$ cat config.mk
export PLATFORM = sky130hd
export DESIGN_NAME = sprinkler_zone_sequencer
export DESIGN_NICKNAME = d
export VERILOG_FILES = /design/src/rtl/sprinkler_zone_sequencer_pkg.sv /design/src/rtl/sprinkler_zone_sequencer_tick_prescaler.sv /design/src/rtl/sprinkler_zone_sequencer.sv
export SDC_FILE = /design/constraint.sdc
export NUM_CORES = 1
export LEC_CHECK = 0
export ABC_CLOCK_PERIOD_IN_PS = 2100
export CORE_ASPECT_RATIO = 1.75
export CORE_MARGIN = 2
export CORE_UTILIZATION = 30
export DETAILED_ROUTE_END_ITERATION = 10
export GPL_ROUTABILITY_DRIVEN = 0
export REMOVE_ABC_BUFFERS = 1
export SYNTH_ARGS = -nofsm -noshare
export SYNTH_HDL_FRONTEND = slang
export SYNTH_HIERARCHICAL = 1
export SYNTH_SLANG_ARGS = --single-unit
$ cat constraint.sdc
create_clock -name clk -period 2.1 [get_ports clk]
set_clock_uncertainty 0.2 [all_clocks]
set_input_delay 0.21 -clock clk [delete_from_list [all_inputs] [get_ports clk]]
set_output_delay 0.21 -clock clk [all_outputs]
set_load 0.005 [all_outputs]
$ cat src/rtl/sprinkler_zone_sequencer_pkg.sv
// Shared types and helpers for the sprinkler zone sequencer.
// Holds state encodings, zone sizing and the "next enabled zone" search.
package sprinkler_zone_sequencer_pkg;

   localparam int NUM_ZONES = 4;
   localparam int ZONE_W    = 2;

   typedef enum logic [1:0] {
      ST_IDLE   = 2'd0,
      ST_SETTLE = 2'd1,
      ST_RUN    = 2'd2,
      ST_DONE   = 2'd3
   } state_t;

   // Returns {found, zone}: the lowest set bit of en at index >= from.
   function automatic logic [ZONE_W:0] next_zone(input logic [NUM_ZONES-1:0] en,
                                                 input int from);
      logic [ZONE_W:0] res;
      res = '0;
      for (int i = NUM_ZONES - 1; i >= 0; i--) begin
         if (i >= from && en[i]) begin
            res = {1'b1, ZONE_W'(i)};
         end
      end
      return res;
   endfunction

endpackage

$ cat src/rtl/sprinkler_zone_sequencer_tick_prescaler.sv
// Mod-TICK_DIV counter producing a one-clock tick; clr restarts the count at 0.
// Tick is decoded from the count register, no input backpressure.
module tick_prescaler #(
   parameter int TICK_DIV = 4
) (
   input  logic clk,
   input  logic rst,
   input  logic clr,
   output logic tick
);

   localparam int CW = (TICK_DIV > 1) ? $clog2(TICK_DIV) : 1;
   localparam logic [CW-1:0] LAST = CW'(TICK_DIV - 1);

   logic [CW-1:0] cnt;

   assign tick = (cnt == LAST);

   always_ff @(posedge clk or posedge rst) begin
      if (rst) begin
         cnt <= '0;
      end else if (clr || cnt == LAST) begin
         cnt <= '0;
      end else begin
         cnt <= cnt + 1'b1;
      end
   end

endmodule

$ cat src/rtl/sprinkler_zone_sequencer.sv
// Sequences enabled sprinkler zones in ascending order with break-before-make.
// Outputs registered (decoded from next state); abort returns to IDLE on the next edge.
module sprinkler_zone_sequencer
   import sprinkler_zone_sequencer_pkg::*;
#(
   parameter int TICK_DIV      = 4,
   parameter int RUN_TICKS     = 5,
   parameter int SETTLE_CYCLES = 2
) (
   input  logic       clk,
   input  logic       rst,
   input  logic       start,
   input  logic       abort,
   input  logic [3:0] zone_en,
   output logic       s0,
   output logic       s1,
   output logic       valve_on,
   output logic [3:0] zone_act,
   output logic       busy,
   output logic       done
);

   localparam int SW = (SETTLE_CYCLES > 1) ? $clog2(SETTLE_CYCLES) : 1;
   localparam int TW = (RUN_TICKS > 1) ? $clog2(RUN_TICKS) : 1;
   localparam logic [SW-1:0] SETTLE_LAST = SW'(SETTLE_CYCLES - 1);
   localparam logic [TW-1:0] TICK_LAST   = TW'(RUN_TICKS - 1);

   state_t              state, state_nxt;
   logic [ZONE_W-1:0]   zone, zone_nxt;
   logic [3:0]          en_q, en_q_nxt;
   logic [SW-1:0]       settle_cnt, settle_nxt;
   logic [TW-1:0]       tick_cnt, tick_nxt;
   logic [ZONE_W:0]     first_z, after_z;
   logic                tick, run_entry;
   logic                s0_nxt, s1_nxt, valve_nxt, busy_nxt, done_nxt;
   logic [3:0]          act_nxt;

   assign first_z = next_zone(zone_en, 0);
   assign after_z = next_zone(en_q, int'(zone) + 1);

   tick_prescaler #(.TICK_DIV(TICK_DIV)) u_prescaler (
      .clk  (clk),
      .rst  (rst),
      .clr  (run_entry),
      .tick (tick)
   );

   always_comb begin
      state_nxt  = state;
      zone_nxt   = zone;
      en_q_nxt   = en_q;
      settle_nxt = settle_cnt;
      tick_nxt   = tick_cnt;

      case (state)
         ST_IDLE: begin
            if (start && !abort && zone_en != 4'b0000) begin
               en_q_nxt   = zone_en;
               zone_nxt   = first_z[ZONE_W-1:0];
               settle_nxt = '0;
               state_nxt  = ST_SETTLE;
            end
         end
         ST_SETTLE: begin
            if (settle_cnt == SETTLE_LAST) begin
               tick_nxt  = '0;
               state_nxt = ST_RUN;
            end else begin
               settle_nxt = settle_cnt + 1'b1;
            end
         end
         ST_RUN: begin
            if (tick) begin
               if (tick_cnt == TICK_LAST) begin
                  if (after_z[ZONE_W]) begin
                     zone_nxt   = after_z[ZONE_W-1:0];
                     settle_nxt = '0;
                     state_nxt  = ST_SETTLE;
                  end else begin
                     state_nxt = ST_DONE;
                  end
               end else begin
                  tick_nxt = tick_cnt + 1'b1;
               end
            end
         end
         ST_DONE: begin
            zone_nxt  = '0;
            state_nxt = ST_IDLE;
         end
         default: state_nxt = ST_IDLE;
      endcase

      // Abort overrides every transition out of a busy state.
      if (abort && state != ST_IDLE) begin
         state_nxt  = ST_IDLE;
         zone_nxt   = '0;
         en_q_nxt   = '0;
         settle_nxt = '0;
         tick_nxt   = '0;
      end

      run_entry = (state != ST_RUN) && (state_nxt == ST_RUN);

      s0_nxt    = 1'b0;
      s1_nxt    = 1'b0;
      if (state_nxt == ST_SETTLE || state_nxt == ST_RUN) begin
         s0_nxt = zone_nxt[1];
         s1_nxt = zone_nxt[0];
      end
      valve_nxt = (state_nxt == ST_RUN);
      act_nxt   = valve_nxt ? (4'b0001 << zone_nxt) : 4'b0000;
      busy_nxt  = (state_nxt != ST_IDLE);
      done_nxt  = (state_nxt == ST_DONE);
   end

   always_ff @(posedge clk or posedge rst) begin
      if (rst) begin
         state      <= ST_IDLE;
         zone       <= '0;
         en_q       <= '0;
         settle_cnt <= '0;
         tick_cnt   <= '0;
         s0         <= 1'b0;
         s1         <= 1'b0;
         valve_on   <= 1'b0;
         zone_act   <= 4'b0000;
         busy       <= 1'b0;
         done       <= 1'b0;
      end else begin
         state      <= state_nxt;
         zone       <= zone_nxt;
         en_q       <= en_q_nxt;
         settle_cnt <= settle_nxt;
         tick_cnt   <= tick_nxt;
         s0         <= s0_nxt;
         s1         <= s1_nxt;
         valve_on   <= valve_nxt;
         zone_act   <= act_nxt;
         busy       <= busy_nxt;
         done       <= done_nxt;
      end
   end

endmodule
==> metrics.txt <==
commonest non-fill, non-tap cell in the layout=buf_4; H-tree levels=1; XOR/XNOR Fraction of Synth Area=0.654%; Cells after Synth=137; Ys Warns=6; RSZ-0062 raised after global routing=true; part of the cycle the worst path needs=99.3%; remaining antenna violation count=0; die area=0.00504 mm²; required time of the critical path=2.06 ns; Synth Cell Area=0.00134 mm²; Adder-Cell Fraction of Synth Area=8.40%; Peak VDD IR=0.492 mV; largest area contributor in the netlist=dfrtp_1; wire per inst=14.6 µm; final hold violations=0; Slew Viols, Final=0; filler cell count in the final layout=389; first-pass detailed-route iteration total=4; antenna violations before repair=0; DR iter-0 viols=20; post-synthesis register bit count=22; Post-Route WL=3.72 mm; clk buf depth=2; status=complete, no violations; simple logic cell fraction of the synthesized area=19.4%; clock sinks=22; number of flops mapped to enable cells by yosys=0; Bufs and invs on worst path=2; synthesis-to-layout area growth=60.4%; number of I/O pins=17; DP HPWL=2.71 mm; leakage power=0.983 nW; most frequent cells in the layout=buf_4 (47), dfrtp_1 (22), clkdlybuf4s50_1 (13), nand2_1 (8), nor2_1 (8); total global-route track usage=16.3%; CTS Buf Count=3; vias per cell=5.15; row count=32; Area contributors post-synth=dfrtp_1 (41%), ha_1 (8.4%), inv_1 (3.1%), nor2_1 (2.8%), nand2_1 (2.5%); Finished Cell Area=0.00215 mm²; Final setup viols=0; Worst path slowest cell=clkdlybuf4s50_1; Residual DRC=0; Overflow after GRT=0; core area=0.00436 mm²; PD cells=1150 mW/mm²; fmax=480 MHz; Top FF cell, synth=dfrtp_1; largest stage delay on the critical path=0.51 ns; Crit. End Element=flip-flop; Hold WS=0.208 ns; Die Wd=54.5 µm; Synth Area in Compound Gates=24.4%; largest net degree at the start of global routing=21; Via Count=1307; Seq/Total Area, Yosys=41.1%; Die Span Y=92.4 µm; first-pass GRT wire length=5.95 mm; hold crit path type=in -> reg; Placement Cell Area=0.00183 mm²; vias in the first global route=1352; Post-synth ARST share=100%; post-synthesis mux area share=0.747%; Clk Latency, worst-skew pair=0.27 ns; Largest delay share family, worst path=buffers and inverters; Initial Util=30.7%; worst-path maximum fanout=3; Root Driver=clkbuf_8; Worst-Margin Slew=0.344 ns; final net count=221; relative slew slack=77.1%; Critical Path Source Type=input pin; clk slew on worst S/H paths=0.08 ns; Final min period=2.09 ns; top-area cell type share of the netlist area=41.1%; Critical Path AT=2.05 ns; syn_area_per_cell=9.78 µm²; Yosys cell types=50; WS Path Type=in -> reg; PortBufs=16; layout cells sized above 1=46.3%; max-capacitance violation count=0; Critical Path, Cell by Cell=clkdlybuf4s50_1, nor2b_1, a21oi_4, buf_4, a221oi_1, ha_1, and3_1; ant diodes=0; CTS tree=yes; largest family of logic cells by synthesized area=compound AO/OA/AOI/OAI gates
worst min-delay path, delay by kind of cell:
family                 cells  cell delay, ns
buffers and inverters      2            0.25
AO/OA/AOI/OAI              2            0.18
timing repair:
action | 4_1_cts | 5_1_grt
hold buffers | 1 | 0
gates cloned | 0 | 0
setup endpoints to repair | 8 | 9
hold endpoints to repair | 2 | 0
pin swaps | 12 | 8
setup buffers | 9 | 2
resized for setup | 36 | 8
metal layers:
metal | GRT usage (%) | vias up | routed length (µm)
met3 | 2.10 | 11 | 79
met5 | 0 | - | 0
met2 | 31.7 | 27 | 2160
met4 | 7.50 | 0 | 112
met1 | 15.3 | 642 | 1360
li1 | - | 627 | -
registers in the layout, indices dropped and copies added, names as in the netlist:
signal	flops
busy	1
done	1
en_q	3
s0	1
s1	1
settle_cnt	1
state	2
tick_cnt	3
u_prescaler/cnt	2
valve_on	1
zone	2
zone_act	4
kinds of logic (layout without fill, tap and decap cells):
logic type	count (synthesis)	after routing
buf+inv	16	82
simple gates	45	45
fa+ha+maj	9	9
flops	22	22
xor+xnor	1	1
mux	1	1
compound gates	43	43
power breakdown:
group | switching [W] | total [W] | internal, W
Sequential | 0.0000632 | 0.000594 | 0.000531
Combinational | 0.000742 | 0.00157 | 0.000833
Clock | 0.000143 | 0.000311 | 0.000167
Total | 0.000949 | 0.00248 | 0.00153
path summary, 6_finish.rpt:
check	from	depth (start not counted)	slack [ns]	end
min in group asynchronous	rst	3	0.49	u_prescaler/cnt[0]$_DFF_PP0_
min	zone_en[1]	4	0.21	en_q[1]$_DFFE_PP0P_
max reg2reg	state[0]$_DFF_PP0_	8	0.04	s0$_DFF_PP0_
min reg2reg	u_prescaler/cnt[0]$_DFF_PP0_	2	0.35	u_prescaler/cnt[0]$_DFF_PP0_
max in group asynchronous	rst	4	0.82	en_q[1]$_DFFE_PP0P_
max	start	7	0.01	s0$_DFF_PP0_
Yosys cell counts (3+ instances only):
cell	number
ha_1	9
nor2b_1	3
nor2_1	10
o21ai_0	6
a22oi_1	3
nand2b_1	4
nand2_1	9
dfrtp_1	22
o21ai_1	3
inv_1	11
a21oi_1	6
buf_2	3
final cells by class:
class	count	area [µm²]	area share, %
Inverter	11	41.3	1.92
Multi-Input combinational cell	99	882	41.0
Clock buffer	4	55.1	2.56
Timing Repair Buffer	67	557	25.9
Sequential cell	22	551	25.6
Tap cell	51	63.8	2.97
per-stage QoR:
step	util [%]	setup TNS, ns	total power, W	setup slack, ns	instances
final	49.3	0	0.00248	0.0147	254
after global routing	49.3	-0.0476	0.00265	-0.0186	254
after CTS	47.8	-0.0117	0.00237	-0.0117	252
after detailed placement	41.9	-3.76	0.00181	-0.432	238
after global placement	41.9	-2.73	0.00178	-0.334	238
after floorplan	-	-0.611	0.00121	-0.185	132
(Power assumes the default switching activity.)
